<file path="src/rtl/conv_maxpool_if.sv">
// ---------------------------------------------------------------------------
// conv_maxpool_if
// Stream bundle between the conv stage, the 2x2 max-pool block and the
// feature_map_stream consumer.
//
// Signals:
//   i_feature_valid  one input pixel is present on i_features this cycle
//   i_features       NUM_FILTERS signed channel values of the input pixel
//   o_feature_valid  one pooled pixel is present on o_features this cycle
//   o_features       NUM_FILTERS signed pooled channel values
//   o_frame_done     pulse with the last pooled pixel of a frame
//
// Modports:
//   master  the side that feeds pixels in and observes pooled results
//   slave   the pooling block itself
// ---------------------------------------------------------------------------
interface conv_maxpool_if #(
   parameter int NUM_FILTERS = 6,
   parameter int DATA_WIDTH  = 16
);

   logic                                   i_feature_valid;
   logic [NUM_FILTERS-1:0][DATA_WIDTH-1:0] i_features;
   logic                                   o_feature_valid;
   logic [NUM_FILTERS-1:0][DATA_WIDTH-1:0] o_features;
   logic                                   o_frame_done;

   modport master (
      output i_feature_valid,
      output i_features,
      input  o_feature_valid,
      input  o_features,
      input  o_frame_done
   );

   modport slave (
      input  i_feature_valid,
      input  i_features,
      output o_feature_valid,
      output o_features,
      output o_frame_done
   );

endinterface

</file>
<file path="src/rtl/conv_maxpool.sv">
// ---------------------------------------------------------------------------
// conv_maxpool
// Optional ReLU followed by 2x2 stride-2 max pooling of a raster-ordered,
// all-channels-per-pixel feature stream. Every channel is pooled in parallel.
// A pooled pixel is produced on the cycle after the bottom-right pixel of its
// 2x2 window is accepted.
//
// Ports:
//   i_clk    rising-edge clock
//   i_rst    asynchronous active-high reset
//   stream   conv_maxpool_if.slave
//              i_feature_valid / i_features          input pixel stream
//              o_feature_valid / o_features          pooled pixel stream
//              o_frame_done                          last pooled pixel of frame
// ---------------------------------------------------------------------------
module conv_maxpool #(
   parameter int NUM_FILTERS = 6,
   parameter int DATA_WIDTH  = 16,
   parameter int IN_COLS     = 28,
   parameter int IN_ROWS     = 28,
   parameter bit APPLY_RELU  = 1'b1
) (
   input  logic           i_clk,
   input  logic           i_rst,
   conv_maxpool_if.slave  stream
);

   // Column counter keeps at least two bits so the half-column index used
   // for the line buffer is never an empty slice.
   localparam int COL_W = (IN_COLS > 2) ? $clog2(IN_COLS) : 2;
   localparam int ROW_W = (IN_ROWS > 2) ? $clog2(IN_ROWS) : 1;
   localparam int HALF  = IN_COLS / 2;

   localparam logic [COL_W-1:0] COL_LAST = COL_W'(IN_COLS - 1);
   localparam logic [ROW_W-1:0] ROW_LAST = ROW_W'(IN_ROWS - 1);

   typedef logic [NUM_FILTERS-1:0][DATA_WIDTH-1:0] pix_t;

   // Odd frame dimensions would leave an unpaired column or row, which the
   // 2x2 window logic cannot represent, so refuse to elaborate.
   if ((IN_COLS % 2) != 0 || IN_COLS < 2) begin : gBadCols
      $error("conv_maxpool: IN_COLS must be a positive even number");
   end
   if ((IN_ROWS % 2) != 0 || IN_ROWS < 2) begin : gBadRows
      $error("conv_maxpool: IN_ROWS must be a positive even number");
   end

   logic [COL_W-1:0] colCnt_q, colCnt_d;
   logic [ROW_W-1:0] rowCnt_q, rowCnt_d;
   pix_t             pair_q;
   pix_t             outFeatures_q;
   logic             outValid_q;
   logic             frameDone_q;

   pix_t             lineBuf [HALF];

   logic             accept;
   logic             colOdd;
   logic             rowOdd;
   logic             colLast;
   logic             rowLast;
   logic [COL_W-2:0] halfIdx;
   pix_t             reluPix;
   pix_t             hMax;
   pix_t             lineRd;
   pix_t             pooled;

   assign accept  = stream.i_feature_valid;
   assign colOdd  = colCnt_q[0];
   assign rowOdd  = rowCnt_q[0];
   assign colLast = (colCnt_q == COL_LAST);
   assign rowLast = (rowCnt_q == ROW_LAST);
   assign halfIdx = colCnt_q[COL_W-1:1];
   assign lineRd  = lineBuf[halfIdx];

   // Per-channel datapath: clamp negatives when ReLU is enabled, take the
   // horizontal max against the held even-column value, then the vertical
   // max against the value the even row left in the line buffer. All
   // compares are signed and stay in DATA_WIDTH, so no widening is needed.
   always_comb begin
      reluPix = '0;
      hMax    = '0;
      pooled  = '0;
      for (int k = 0; k < NUM_FILTERS; k++) begin
         if (APPLY_RELU && stream.i_features[k][DATA_WIDTH-1]) begin
            reluPix[k] = '0;
         end else begin
            reluPix[k] = stream.i_features[k];
         end
         if ($signed(pair_q[k]) > $signed(reluPix[k])) begin
            hMax[k] = pair_q[k];
         end else begin
            hMax[k] = reluPix[k];
         end
         if ($signed(lineRd[k]) > $signed(hMax[k])) begin
            pooled[k] = lineRd[k];
         end else begin
            pooled[k] = hMax[k];
         end
      end
   end

   // Raster position tracking: columns wrap into the next row, and the last
   // pixel of the last row wraps both counters back to the frame origin.
   always_comb begin
      colCnt_d = colCnt_q;
      rowCnt_d = rowCnt_q;
      if (accept) begin
         if (colLast) begin
            colCnt_d = '0;
            if (rowLast) begin
               rowCnt_d = '0;
            end else begin
               rowCnt_d = rowCnt_q + 1'b1;
            end
         end else begin
            colCnt_d = colCnt_q + 1'b1;
         end
      end
   end

   // Control and output registers. Valid and frame-done default low every
   // cycle so each pooled pixel is a single-cycle pulse, while the feature
   // register holds its last value between pulses. Idle cycles change
   // nothing but those two pulse flags.
   always_ff @(posedge i_clk or posedge i_rst) begin
      if (i_rst) begin
         colCnt_q      <= '0;
         rowCnt_q      <= '0;
         pair_q        <= '0;
         outFeatures_q <= '0;
         outValid_q    <= 1'b0;
         frameDone_q   <= 1'b0;
      end else begin
         outValid_q  <= 1'b0;
         frameDone_q <= 1'b0;
         colCnt_q    <= colCnt_d;
         rowCnt_q    <= rowCnt_d;
         if (accept) begin
            if (!colOdd) begin
               pair_q <= reluPix;
            end else if (rowOdd) begin
               outFeatures_q <= pooled;
               outValid_q    <= 1'b1;
               frameDone_q   <= colLast && rowLast;
            end
         end
      end
   end

   // Line buffer holding the horizontal maxima of the current even row.
   // It needs no reset: every entry an odd row reads was written earlier in
   // the same frame by the even row above it.
   always_ff @(posedge i_clk) begin
      if (accept && colOdd && !rowOdd) begin
         lineBuf[halfIdx] <= hMax;
      end
   end

   assign stream.o_feature_valid = outValid_q;
   assign stream.o_features      = outFeatures_q;
   assign stream.o_frame_done    = frameDone_q;

endmodule

</file>
<file path="src/flat_wrapper.sv">
// flat-port wrapper written by rule: the top's interface ports become plain ports
module conv_maxpool_flat 
#(
   parameter int NUM_FILTERS = 6,
   parameter int DATA_WIDTH  = 16,
   parameter int IN_COLS     = 28,
   parameter int IN_ROWS     = 28,
   parameter bit APPLY_RELU  = 1'b1
)
  (i_clk, i_rst, stream_i_feature_valid, stream_i_features, stream_o_feature_valid, stream_o_features, stream_o_frame_done);
  conv_maxpool_if #(.NUM_FILTERS(NUM_FILTERS), .DATA_WIDTH(DATA_WIDTH)) stream_i ();
  input  logic i_clk;
  input  logic i_rst;
  input wire logic [$bits(stream_i.i_feature_valid)-1:0] stream_i_feature_valid;
  input wire logic [$bits(stream_i.i_features)-1:0] stream_i_features;
  output wire logic [$bits(stream_i.o_feature_valid)-1:0] stream_o_feature_valid;
  output wire logic [$bits(stream_i.o_features)-1:0] stream_o_features;
  output wire logic [$bits(stream_i.o_frame_done)-1:0] stream_o_frame_done;
  assign stream_i.i_feature_valid = stream_i_feature_valid;
  assign stream_i.i_features = stream_i_features;
  assign stream_o_feature_valid = stream_i.o_feature_valid;
  assign stream_o_features = stream_i.o_features;
  assign stream_o_frame_done = stream_i.o_frame_done;
  conv_maxpool #(.NUM_FILTERS(NUM_FILTERS), .DATA_WIDTH(DATA_WIDTH), .IN_COLS(IN_COLS), .IN_ROWS(IN_ROWS), .APPLY_RELU(APPLY_RELU)) u_core (.i_clk(i_clk), .i_rst(i_rst), .stream(stream_i));
endmodule
</file>
<file path="config.mk">
export PLATFORM = sky130hd
export DESIGN_NAME = conv_maxpool_flat
export DESIGN_NICKNAME = d
export VERILOG_FILES = /design/src/rtl/conv_maxpool_if.sv /design/src/rtl/conv_maxpool.sv /design/src/flat_wrapper.sv
export SDC_FILE = /design/constraint.sdc
export NUM_CORES = 2
export LEC_CHECK = 0
export CAP_MARGIN = 25
export CORE_MARGIN = 2
export CORE_UTILIZATION = 54
export DETAILED_ROUTE_END_ITERATION = 12
export MAX_ROUTING_LAYER = met4
export PLACE_DENSITY = 0.81
export SYNTH_ARGS = -nofsm -noshare
export SYNTH_HDL_FRONTEND = slang
export SYNTH_SLANG_ARGS = --single-unit
</file>
<file path="constraint.sdc">
create_clock -name i_clk -period 25.6 [get_ports i_clk]
set_input_delay 5.12 -clock i_clk [delete_from_list [all_inputs] [get_ports i_clk]]
set_output_delay 5.12 -clock i_clk [all_outputs]
set_load 0.01 [all_outputs]
</file>
After elaboration in Yosys (flattened, before gate mapping)
Memories as Yosys holds them, arrays and structs flattened.
Index checks and enable logic that the tools add are counted.
{"block": "word_totals", "mem_bits_rw": 1344, "reg_bits": 204, "elab_cells": 69, "memories": 1}
{"block": "op_classes", "addsub": 2, "n_reduce_logical": 7, "bitwise_logic": 1, "n_mux": 28, "order_cmp": 12, "eq_ne": 2}
{"name": "u_core.lineBuf", "depth": 14, "width": 96, "read_ports": 1, "rd_clocked_by_memory_dff": 0, "write_ports": 1, "line": "conv_maxpool.sv:55", "source": "pix_t lineBuf [HALF];"}
{"cell": "$gt A16 B16 Y1", "count": 12}
{"cell": "$mux W16", "count": 12}
{"cell": "$mux W15", "count": 6}
{"cell": "$add A5 B1 Y5 const B", "count": 2}
{"cell": "$eq A5 B5 Y1 const B", "count": 2}
{"cell": "$mux W5", "count": 2}
{"cell": "$mux W1", "count": 8}
{"cell": "$reduce_and A2 Y1", "count": 2}
{"cell": "$logic_and A1 B1 Y1", "count": 3}
{"cell": "$reduce_and A3 Y1", "count": 1}
{"cell": "$logic_not A1 Y1", "count": 1}
{"cell": "$not A1 Y1", "count": 1}

Depth between registers and ports, before layout
{"block": "depth", "word_depth": 5, "depth_mapped": 21, "mapped_depth_nobuf": 18}

Least setup slack after synthesis
Ideal clock, no wire load.
{"block": "synth_timing", "kind": "input port to flip-flop", "from": "in stream_i_feature_valid", "to": "mem u_core.lineBuf[0][0] in the netlist's numbering, enable pin", "path_buffers": 1, "cell_stages": 4, "setup_slack_ns": 13.132, "t_required_ns": 24.951, "t_arrival_ns": 11.819, "path_cell_list": "buf_2 -> nand2_1 -> or3_1 -> nor3_1"}
{"block": "synth_via", "elab_chain_cells": 4}
{"element": "start: declaration", "line": "flat_wrapper.sv:14", "source": "input wire logic [$bits(stream_i.i_feature_valid)-1:0] stream_i_feature_valid;"}
{"element": "$logic_and A1 B1 Y1 (2 in a row)", "line": "conv_maxpool.sv:155", "source": "if (accept && colOdd && !rowOdd) begin"}
{"element": "$mux W1", "line": "conv_maxpool.sv:155"}
{"element": "$mux W1 (implied by the code)", "line": "conv_maxpool.sv:156", "source": "lineBuf[halfIdx] <= hMax;"}
{"element": "end: declaration", "line": "conv_maxpool.sv:55"}
No other way between the ends.

Final worst setup path
{"block": "layout_timing", "from": "in stream_i_features[79]", "to": "reg u_core.outFeatures_q, in the netlist u_core.stream.o_features[66]"}
{"block": "layout_via", "elab_chain_cells": 5}
{"element": "start: declaration", "line": "flat_wrapper.sv:15", "source": "input wire logic [$bits(stream_i.i_features)-1:0] stream_i_features;"}
{"element": "$mux W15 (*)", "line": "conv_maxpool.sv:85", "source": "if (APPLY_RELU && stream.i_features[k][DATA_WIDTH-1]) begin"}
{"element": "$gt A16 B16 Y1", "line": "conv_maxpool.sv:90", "source": "if ($signed(pair_q[k]) > $signed(reluPix[k])) begin"}
{"element": "$mux W16 (*)", "line": "conv_maxpool.sv:90"}
{"element": "$gt A16 B16 Y1", "line": "conv_maxpool.sv:95", "source": "if ($signed(lineRd[k]) > $signed(hMax[k])) begin"}
{"element": "$mux W16 (*)", "line": "conv_maxpool.sv:95"}
{"element": "end signal: assignment", "line": "conv_maxpool.sv:143", "source": "outFeatures_q <= pooled;"}
{"element": "end: declaration", "line": "conv_maxpool.sv:51", "source": "pix_t outFeatures_q;"}
Every way passes the cells marked *; elsewhere a longest branch is shown, timed or not.
A chain may end at the register's enable or synchronous reset.

==> summary.txt <==
Status
  – Status: finished clean

Setup path
  – WP data arrival: between 10000 and 15000 ps
  – Slowest CP cell: clkdlybuf4s50_1
  – Setup CP Type: in -> reg
  – Slowest Stage Delay on Critical Path: between 500 and 600 ps
  – Setup crit start kind: input port
  – CP required: ~26000 ps
  – Crit Path Max Fanout: 15
  – CP cell instances: clkdlybuf4s50_1 > nand2b_1 > ha_1 > and4_1 > nand2_1 > a211oi_1 > a31oi_1 > a31oi_2 > buf_6 > mux2i_1 > ha_1 > nand2_1 > nor3_1 > a2111oi_0 > a311o_1 > nor2_1 > buf_4 > a22oi_1 > o21ai_1
  – Slack of the worst reg-to-reg path: a little under 20000 ps
  – CP Capture Type: flop

Clock tree
  – CTS HTree Levels: 4
  – CTS Buffer Depth: 3
  – CTS tree: done
  – Clock Sinks: ~1.5k
  – Worst-path clk slew: roughly 60 ps
  – Clk root buf: clkbuf_16
  – Hold-fix buffers at CTS: 0
  – Post-cts resize count: 0
  – Worst skew pair latency: approximately 750 ps
  – Post-CTS Setup Bufs: 0
  – Cts bufs inserted: ~140

Drt
  – Post-route DRC: 0
  – Routed wire length: 146 mm
  – Initial DRC Count: between 3k and 4k
  – Avg Vias per Cell: 6.21
  – Post-DRT Antenna Nets: 0
  – Drt first pass iters: 6
  – DR WL/cell: ~26 µm
  – Routed via count: around 34k

Synthesis
  – Register area share after synthesis: a little under 70%
  – Largest cells by area after synthesis: edfxtp_1, mux4_2, dfrtp_1
  – Post-synth EDFFs: 1260
  – Avg Cell Area, Syn: around 17 µm²
  – Post-Syn Area: approximately 0.062 mm²
  – Cell count after synthesis: ~3.7k
  – Post-synth cell types: between 60 and 70
  – FFs w/ async S/R, synth: between 10% and 20%
  – Predominant post-synthesis flop cell: edfxtp_1
  – Ys Warns: 0
  – Area leader, netlist: edfxtp_1
  – Area fraction of the dominant cell type after synthesis: roughly 60%
  – Register bit total from synthesis: about 1.5k

STA
  – Clock Skews: 31.3 ps
  – Relative slew margins: 28.9%
  – Fin Hold WS: 505 ps
  – Setup TNS: 0 ps
  – Final setup fails: 0
  – Period minus WS final: just under 10000 ps
  – Final period util: around two fifths
  – RSZ-0062 raised after global routing: false
  – Max Freq: ~0.10 GHz
  – Worst slew pin tran: ~1100 ps
  – Final Hold Viols: 0
  – Fin. max-slew vios: 0

Floorplanning
  – Total I/O pin count: just under 200
  – Die width: roughly 340 µm
  – Core Region: ~0.11 mm²
  – Num rows: approximately 120
  – Starting Density: between 50% and 60%
  – DIE AREA: roughly 0.12 mm²
  – Chip Height: between 300 and 400 µm

Min path
  – Worst hold path type: reg -> reg

Cells and area
  – Multi-input logic area: 0.0174 mm²
  – ANT cells: 0
  – Nets@finish: ~4.2k
  – Area Overhead vs Synth: 13.6%
  – Share of layout cells above drive strength 1: between 10% and 20%
  – Filler instances: approximately 7.6k
  – FF/Latch Area: approximately 0.043 mm²

Place
  – Detailed placement HPWL: 80.4 mm
  – I/O Buffers: between 150 and 200
  – GP Congestion: between 0.8 and 0.9

Power
  – Peak supply drop: 0.0868 mV
  – Power density cells: roughly 110 mW/mm²
  – Tot Pwr: around 0.0075 W
  – Static Leak: roughly 25 nW

Global route
  – GRT Util Overall: 26.0%
  – Vias in the first global route: about 35k
  – First-pass GRT wire length: ~220 mm
  – GRT Residual Overflow: 0
  – Initial antenna violation count: 0
  – Largest net degree at the start of global routing: 130

Job
  – Max Cap Viol: 0
## cell usage after synthesis (all sizes together) (4+ instances only)
cell type / number
edfxtp: 1260
nand2: 282
mux4: 268
inv: 232
mux2i: 227
dfrtp: 192
ha: 182
o21ai: 145
a21oi: 101
nand2b: 97
buf: 93
nor2: 92
clkbuf: 88
mux2: 49
o221ai: 46
a22oi: 42
o211ai: 31
nor3: 26
a21o: 24
nand4: 24
o21a: 24
a22o: 21
a2111o: 17
nand3: 17
nor2b: 16
a211o: 8
a211oi: 6
a31oi: 4
and2: 4
and3: 4
and4: 4
o22ai: 4
## critical path, delay by kind of cell
| kind | cells | cell delay, ps |
|---|---|---|
| buffers and inverters | 3 | 1130 |
| and+or+nand+nor | 6 | 1560 |
| muxes | 1 | 550 |
| AOI/OAI and AO/OA | 7 | 1600 |
| adders and majority gates | 2 | 610 |
## through the flow
stage                     instances  worst slack (ps)  area, µm²  util (%)
final                          5528             15660      70000      62.1
after global routing           5528             15340      70000      62.1
after CTS                      5512             14860      69900      61.9
after detailed placement       5262             14180      65300      57.9
after global placement         5253             14430      65200      57.8
after floorplan                3678             13130      61700         -
## flip-flops by register name, indices dropped and copies added (netlist names)
register and count:
u_core.stream.o_frame_done 1, u_core.stream.o_feature_valid 1, u_core.pair_q 90, u_core.rowCnt_q 5, u_core.lineBuf 1260, u_core.colCnt_q 5, u_core.stream.o_features 90
## path summary, 6_finish.rpt
kind                                                start                                  endpoint  cells past startpoint
hold reg to reg             u_core.pair_q[80]$_DFFE_PP0P_             u_core.pair_q[80]$_DFFE_PP0P_                      2
hold / removal              u_core.pair_q[80]$_DFFE_PP0P_             u_core.pair_q[80]$_DFFE_PP0P_                      2
setup reg to reg           u_core.colCnt_q[1]$_DFFE_PP0P_  u_core.stream.o_features[66]$_DFFE_PP0P_                     14
setup / recovery                    stream_i_features[79]  u_core.stream.o_features[66]$_DFFE_PP0P_                     19
max in group asynchronous                           i_rst              u_core.pair_q[0]$_DFFE_PP0P_                      3
min in group asynchronous                           i_rst             u_core.pair_q[33]$_DFFE_PP0P_                      2
## placed cells by master (no fill, tap or decap), types with 129 or more instances in the layout
| master | count |
|---|---|
| inv_1 | 231 |
| dfrtp_1 | 188 |
| edfxtp_1 | 1260 |
| o21ai_0 | 129 |
| clkbuf_16 | 147 |
| nand2_1 | 282 |
| mux4_2 | 268 |
| mux2i_1 | 227 |
| ha_1 | 182 |
| clkdlybuf4s50_1 | 190 |
## logic make-up (layout without fill, tap and decap cells)
| kind of cell | after synthesis | after routing | synth area share, % |
|---|---|---|---|
| xor+xnor | 4 | 4 | 0.0568 |
| mux | 544 | 544 | 14.4 |
| compound gates | 495 | 495 | 5.42 |
| fa+ha+maj | 182 | 182 | 3.69 |
| other cells | 1 | 6 | 0.00608 |
| simple gates | 582 | 582 | 4.36 |
| flops | 1452 | 1452 | 69.2 |
| buf+inv | 413 | 763 | 2.93 |
## where the power goes
part           total, W  internal [W]  switching, W
combinational   0.00243       0.00107       0.00136
clock           0.00207       0.00121      0.000866
sequential      0.00303       0.00287      0.000152
total           0.00753       0.00515       0.00238
## area by class of cell
class | count | area share, %
clock buffers | 185 | 5.58
clock inverters | 65 | 1.00
inverters | 232 | 1.25
multi-input cells | 1813 | 24.8
flip-flops and latches | 1452 | 60.9
well taps | 1500 | 2.68
repair buffers | 281 | 3.80
## per-layer routing
metal	GRT usage, %	part of all wire [%]	up-vias
met4	10.5	3.8	0
met5	-	0	-
li1	-	-	14727
met3	3.58	7.5	329
met1	32.9	38	17666
met2	42.7	51	1631
No activity file was read; power rests on OpenSTA's default activity.
